<file path="src/rtl/sp_ram_arb_pkg.sv">
// Shared types for the single-port RAM arbiter: response owner and top-level state.
package sp_ram_arb_pkg;

  typedef enum logic {
    OWN_P0 = 1'b0,
    OWN_P1 = 1'b1
  } owner_t;

  typedef enum logic {
    INIT = 1'b0,
    RUN  = 1'b1
  } state_t;

endpackage

</file>
<file path="src/rtl/sp_ram_arbiter_rr_arb2.sv">
// Two-input round-robin arbiter. Grants are combinational from req; the
// last-grant pointer moves only on a granted cycle.
module rr_arb2
  import sp_ram_arb_pkg::*;
(
  input  logic       clk,
  input  logic       rstn_i,
  input  logic       en_i,
  input  logic [1:0] req_i,
  output logic [1:0] gnt_o
);

  owner_t last_q, last_d;

  always_comb begin
    gnt_o = 2'b00;
    if (en_i) begin
      if (req_i[0] && req_i[1]) begin
        gnt_o = (last_q == OWN_P1) ? 2'b01 : 2'b10;
      end else begin
        gnt_o = req_i;
      end
    end
  end

  always_comb begin
    last_d = last_q;
    if (gnt_o[0]) begin
      last_d = OWN_P0;
    end else if (gnt_o[1]) begin
      last_d = OWN_P1;
    end
  end

  // Port 1 counts as most recent out of reset so port 0 wins the first conflict.
  always_ff @(posedge clk or negedge rstn_i) begin
    if (!rstn_i) begin
      last_q <= OWN_P1;
    end else begin
      last_q <= last_d;
    end
  end

endmodule

</file>
<file path="src/rtl/sp_ram_arbiter.sv">
// Shares one single-port RAM between the LSU (p0) and the debug bridge (p1).
// Build option SP_RAM_ARB_ZERO_INIT_EN: zero-fill the whole RAM after reset.
module sp_ram_arbiter
  import sp_ram_arb_pkg::*;
#(
  parameter int unsigned RAM_SIZE   = 32768,
  parameter int unsigned ADDR_WIDTH = $clog2(RAM_SIZE),
  parameter int unsigned DATA_WIDTH = 32
) (
  input  logic                    clk,
  input  logic                    rstn_i,

  input  logic                    p0_req_i,
  output logic                    p0_gnt_o,
  input  logic [ADDR_WIDTH-1:0]   p0_addr_i,
  input  logic                    p0_we_i,
  input  logic [DATA_WIDTH/8-1:0] p0_be_i,
  input  logic [DATA_WIDTH-1:0]   p0_wdata_i,
  output logic                    p0_rvalid_o,
  output logic [DATA_WIDTH-1:0]   p0_rdata_o,

  input  logic                    p1_req_i,
  output logic                    p1_gnt_o,
  input  logic [ADDR_WIDTH-1:0]   p1_addr_i,
  input  logic                    p1_we_i,
  input  logic [DATA_WIDTH/8-1:0] p1_be_i,
  input  logic [DATA_WIDTH-1:0]   p1_wdata_i,
  output logic                    p1_rvalid_o,
  output logic [DATA_WIDTH-1:0]   p1_rdata_o,

  output logic                    ram_en_o,
  output logic [ADDR_WIDTH-1:0]   ram_addr_o,
  output logic [DATA_WIDTH-1:0]   ram_wdata_o,
  output logic                    ram_we_o,
  output logic [DATA_WIDTH/8-1:0] ram_be_o,
  input  logic [DATA_WIDTH-1:0]   ram_rdata_i,

  output logic                    busy_o
);

  localparam int unsigned BE_W      = DATA_WIDTH / 8;
  localparam int unsigned NUM_WORDS = RAM_SIZE / BE_W;
  localparam int unsigned BE_SHIFT  = $clog2(BE_W);

  logic                  run;
  logic [ADDR_WIDTH-1:0] fill_addr;
  logic [1:0]            gnt;
  logic [1:0]            rvalid_q, rvalid_d;
  owner_t                owner_q, owner_d;

`ifdef SP_RAM_ARB_ZERO_INIT_EN
  localparam int unsigned CNT_W = (NUM_WORDS > 1) ? $clog2(NUM_WORDS) : 1;

  state_t           state_q;
  logic [CNT_W-1:0] cnt_q;

  // Zero-fill sequencer: one word per cycle, RUN follows the last word.
  always_ff @(posedge clk or negedge rstn_i) begin
    if (!rstn_i) begin
      state_q <= INIT;
      cnt_q   <= '0;
    end else if (state_q == INIT) begin
      if (cnt_q == CNT_W'(NUM_WORDS - 1)) begin
        state_q <= RUN;
        cnt_q   <= '0;
      end else begin
        cnt_q <= cnt_q + CNT_W'(1);
      end
    end
  end

  assign run       = (state_q == RUN);
  assign busy_o    = (state_q == INIT);
  assign fill_addr = ADDR_WIDTH'(cnt_q) << BE_SHIFT;
`else
  assign run       = 1'b1;
  assign busy_o    = 1'b0;
  assign fill_addr = '0;
`endif

  rr_arb2 u_arb (
    .clk    (clk),
    .rstn_i (rstn_i),
    .en_i   (run),
    .req_i  ({p1_req_i, p0_req_i}),
    .gnt_o  (gnt)
  );

  assign p0_gnt_o = gnt[0];
  assign p1_gnt_o = gnt[1];

  // RAM port mux: fill pattern in INIT, winner payload on grant, quiet otherwise.
  always_comb begin
    ram_en_o    = 1'b0;
    ram_we_o    = 1'b0;
    ram_addr_o  = '0;
    ram_wdata_o = '0;
    ram_be_o    = '0;
    if (!run) begin
      ram_en_o   = 1'b1;
      ram_we_o   = 1'b1;
      ram_be_o   = '1;
      ram_addr_o = fill_addr;
    end else if (gnt[0]) begin
      ram_en_o    = 1'b1;
      ram_we_o    = p0_we_i;
      ram_addr_o  = p0_addr_i;
      ram_wdata_o = p0_wdata_i;
      ram_be_o    = p0_be_i;
    end else if (gnt[1]) begin
      ram_en_o    = 1'b1;
      ram_we_o    = p1_we_i;
      ram_addr_o  = p1_addr_i;
      ram_wdata_o = p1_wdata_i;
      ram_be_o    = p1_be_i;
    end
  end

  always_comb begin
    rvalid_d = gnt;
    owner_d  = owner_q;
    if (gnt[1]) begin
      owner_d = OWN_P1;
    end else if (gnt[0]) begin
      owner_d = OWN_P0;
    end
  end

  always_ff @(posedge clk or negedge rstn_i) begin
    if (!rstn_i) begin
      rvalid_q <= 2'b00;
      owner_q  <= OWN_P0;
    end else begin
      rvalid_q <= rvalid_d;
      owner_q  <= owner_d;
    end
  end

  assign p0_rvalid_o = rvalid_q[0];
  assign p1_rvalid_o = rvalid_q[1];

  // Read data is steered only to the owner of the response; the other port sees 0.
  assign p0_rdata_o = (rvalid_q[0] && (owner_q == OWN_P0)) ? ram_rdata_i : '0;
  assign p1_rdata_o = (rvalid_q[1] && (owner_q == OWN_P1)) ? ram_rdata_i : '0;

endmodule

</file>
<file path="config.mk">
export PLATFORM = sky130hd
export DESIGN_NAME = sp_ram_arbiter
export DESIGN_NICKNAME = d
export VERILOG_FILES = /design/src/rtl/sp_ram_arb_pkg.sv /design/src/rtl/sp_ram_arbiter_rr_arb2.sv /design/src/rtl/sp_ram_arbiter.sv
export SDC_FILE = /design/constraint.sdc
export NUM_CORES = 1
export LEC_CHECK = 0
export ABC_AREA = 1
export BUFFER_PORTS_ARGS = -buffer_cell sky130_fd_sc_hd__buf_2
export CORE_AREA = 3 3 102 104
export DETAILED_ROUTE_END_ITERATION = 6
export DIE_AREA = 0 0 105 107
export PLACE_DENSITY_LB_ADDON = 0.05
export SYNTH_ARGS = -nofsm -noshare
export SYNTH_HDL_FRONTEND = slang
export SYNTH_SLANG_ARGS = --single-unit
</file>
<file path="constraint.sdc">
create_clock -name clk -period 2 [get_ports clk]
set_input_delay 0.2 -clock clk [delete_from_list [all_inputs] [get_ports clk]]
set_output_delay 0.2 -clock clk [all_outputs]
set_load 0.05 [all_outputs]
</file>
==> results.yml <==
finish:
  area_growth_pct: 95.4
  diodes: 0
  layout_common_cells: "buf_2, nand3_1, nor2_1, nand2_1, inv_1"
  layout_commonest_cell: "buf_2"
  fin_nets: 686
  drive_gt1_share_pct: 50.6
  fin_util_pct: 29.9
cts:
  cts.clk_slew.worst_paths_ns: 0.03
  h-tree-depth: 1
  cts_buffer_depth: 2
  numCtsBuffers: 3
  cts_root_buf: "clkbuf_8"
  cts_tree: "done"
  numClockSinks: 4
  clk_latency_ns: 0.22
global_routing:
  grt.overflow.total: 0
  grt_max_degree: 44
  grt_pass1_vias: 2808
  antenna_found_initial: 0
  grt_pass1_wl_um: 13300
  grt_use_total_pct: 14.4
pwr:
  power.density_nw_per_um2: 568
  combPwrFrac_pct: 82.7
  leakagePower_uw: 0.00205
  ir_drop_mv: 0.208
  p_seq_share_pct: 6.1
  power.internal_uw: 567
  pwr-share-clk_pct: 11.2
  power_uw: 1640
  net-switching-power_uw: 1070
  p_sw_share_pct: 65.4
yosys:
  synth_top_family_by_area: "simple AND/OR/NAND/NOR gates"
  synthAdderAreaFrac_pct: 0
  yosysSeqAreaShare_pct: 6.86
  synth.distinct_cells: 16
  synth_xor_area_share_pct: 0
  synthSimpleGateAreaFrac_pct: 66.9
  muxShareOfSynthArea_pct: 0
  synthCells: 300
  syn_nets: 440
  avgSynthCellArea_um2: 4.92
  yosysWarnings: 0
  synth_compound_area_share_pct: 1.36
  netlist_area_um2: 1480
  ys_ff_latch: 4
flow_run:
  cap_violations: 0
worst_hold_path:
  min_path_type: "in -> async"
timing:
  skew_ns: 0.00315
  setup_slack_ns: 0.212
  whs_ns: 0.332
  fin_crit_sh_pct: 89.4
  hold_viol: 0
  slew_viol_final: 0
  max_freq_ghz: 0.559
  finalCriticalPeriod_ns: 1.79
  tns_ns: 0
  setup_viol: 0
  grt_setup_unrepaired: "no"
floorplan:
  die_h_um: 107
  io_pins: 262
  core_area_um2: 9640
  std_cell_rows: 36
  die_w_um: 105
  dieArea_um2: 11200
  initial_core_util_pct: 15.3
worst_setup_path:
  r2r_slack_ns: 1.00
  crit_arrival_ns: 1.59
  cp-end-kind: "primary output"
  cp_slowest_cell: "dfstp_2"
  crit_type: "reg -> out"
  cpPeakStageDelay_ns: 0.55
  path_cells: "inv_2, nand2_8, buf_12, nand3_1, nand2_1, buf_2"
  worstSetupStartpointType: "register"
  crit_fanout: 24
  worstPathRequired_ns: 1.80
route:
  wl_um: 8500
  vias_per_cell: 4.14
  vias: 2807
  ant_nets: 0
  drc: 0
  drt_iter0_drc: 129
  avgRoutedWirePerCell_um: 12.5
  first_pass_iters: 4
placed_design:
  hpwl_um: 6910
  port_buffers: 260
  pre_cts_ws_ns: 0.336
  gp_congestion: 0.725
status:
  status: "complete, no violations"
power by group through the flow:
stage | sequential (uW) | combinational, uW | clock (uW)
3_3_place_gp | 100 | 1370 | 0
2_1_floorplan | 112 | 984 | 0
3_5_place_dp | 101 | 1370 | 0
5_1_grt | 102 | 1450 | 196
4_1_cts | 100 | 1370 | 188
6_report | 100 | 1350 | 183
metrics by stage:
stage	std cells	area [um^2]
floorplan	300	1480
global placement	673	2820
detailed placement	673	2820
CTS	678	2880
global route	678	2890
finish	678	2890
Yosys cell counts:
cell type  count  area, um^2
buf_2         11        55.1
clkbuf_1       1        3.75
inv_1         35         131
nand2_1       55         206
dfrtp_1        3        75.1
nor2_1        65         244
inv_2          1        3.75
nand2_4        1        11.3
nand3_1      104         521
a21oi_1        3        15.0
dfstp_2        1        26.3
nand2_2        1        6.26
o21ai_0        1        5.00
buf_4          6        45.0
buf_6         11         124
conb_1         1        3.75
registers in the layout, summed over array words and instances, names as in the netlist:
register and cells:
u_arb.last_q 1, owner_q 1, rvalid_q 2
what timing repair did:
action,4_1_cts,5_1_grt
endpoints found under the setup margin,0,2
buffers inserted,0,0
resized for setup,0,1
hold endpoints to repair,4,0
hold buffers,1,0
metal layers:
metal  up-vias  wire [um]  GRT usage (%)
met5         -          0              0
met4         0        142           3.09
met1      1193       2930           14.1
met2       172       4510           28.9
met3        10        909           4.82
li1       1432          -              -
logic make-up (layout without fill, tap and decap cells):
kind of cell,after synthesis,in the layout
and+or+nand+nor,226,226
buffers and inverters,65,310
AOI/OAI and AO/OA,4,4
DFF,4,4
other,1,1
critical path: cells and delay by family (launching register included):
| kind | cells | cell delay, ns |
|---|---|---|
| AND/OR/NAND/NOR | 3 | 0.30 |
| flip-flops | 1 | 0.55 |
| buffers and inverters | 3 | 0.51 |
worst paths after layout:
| check | end | from | depth (start not counted) |
|---|---|---|---|
| worst max register to register | owner_q$_DFFE_PN0P_ | u_arb.last_q$_DFFE_PN1P_ | 3 |
| worst min-delay path | rvalid_q[1]$_DFF_PN0_ | rstn_i | 2 |
| worst max-delay path | ram_wdata_o[29] | u_arb.last_q$_DFFE_PN1P_ | 6 |
| worst min register to register | owner_q$_DFFE_PN0P_ | owner_q$_DFFE_PN0P_ | 2 |
| max in group asynchronous | u_arb.last_q$_DFFE_PN1P_ | rstn_i | 2 |
| min in group clk | owner_q$_DFFE_PN0P_ | p0_req_i | 2 |
layout make-up:
| cell class | instances | area (um^2) |
|---|---|---|
| Clock buffer | 4 | 45.0 |
| Fill cell | 1190 | 6750 |
| Inverter | 36 | 135 |
| Multi-Input combinational cell | 231 | 1020 |
| Sequential cell | 4 | 101 |
| Tap cell | 133 | 166 |
| Timing Repair Buffer | 270 | 1420 |
(Power assumes the default switching activity.)
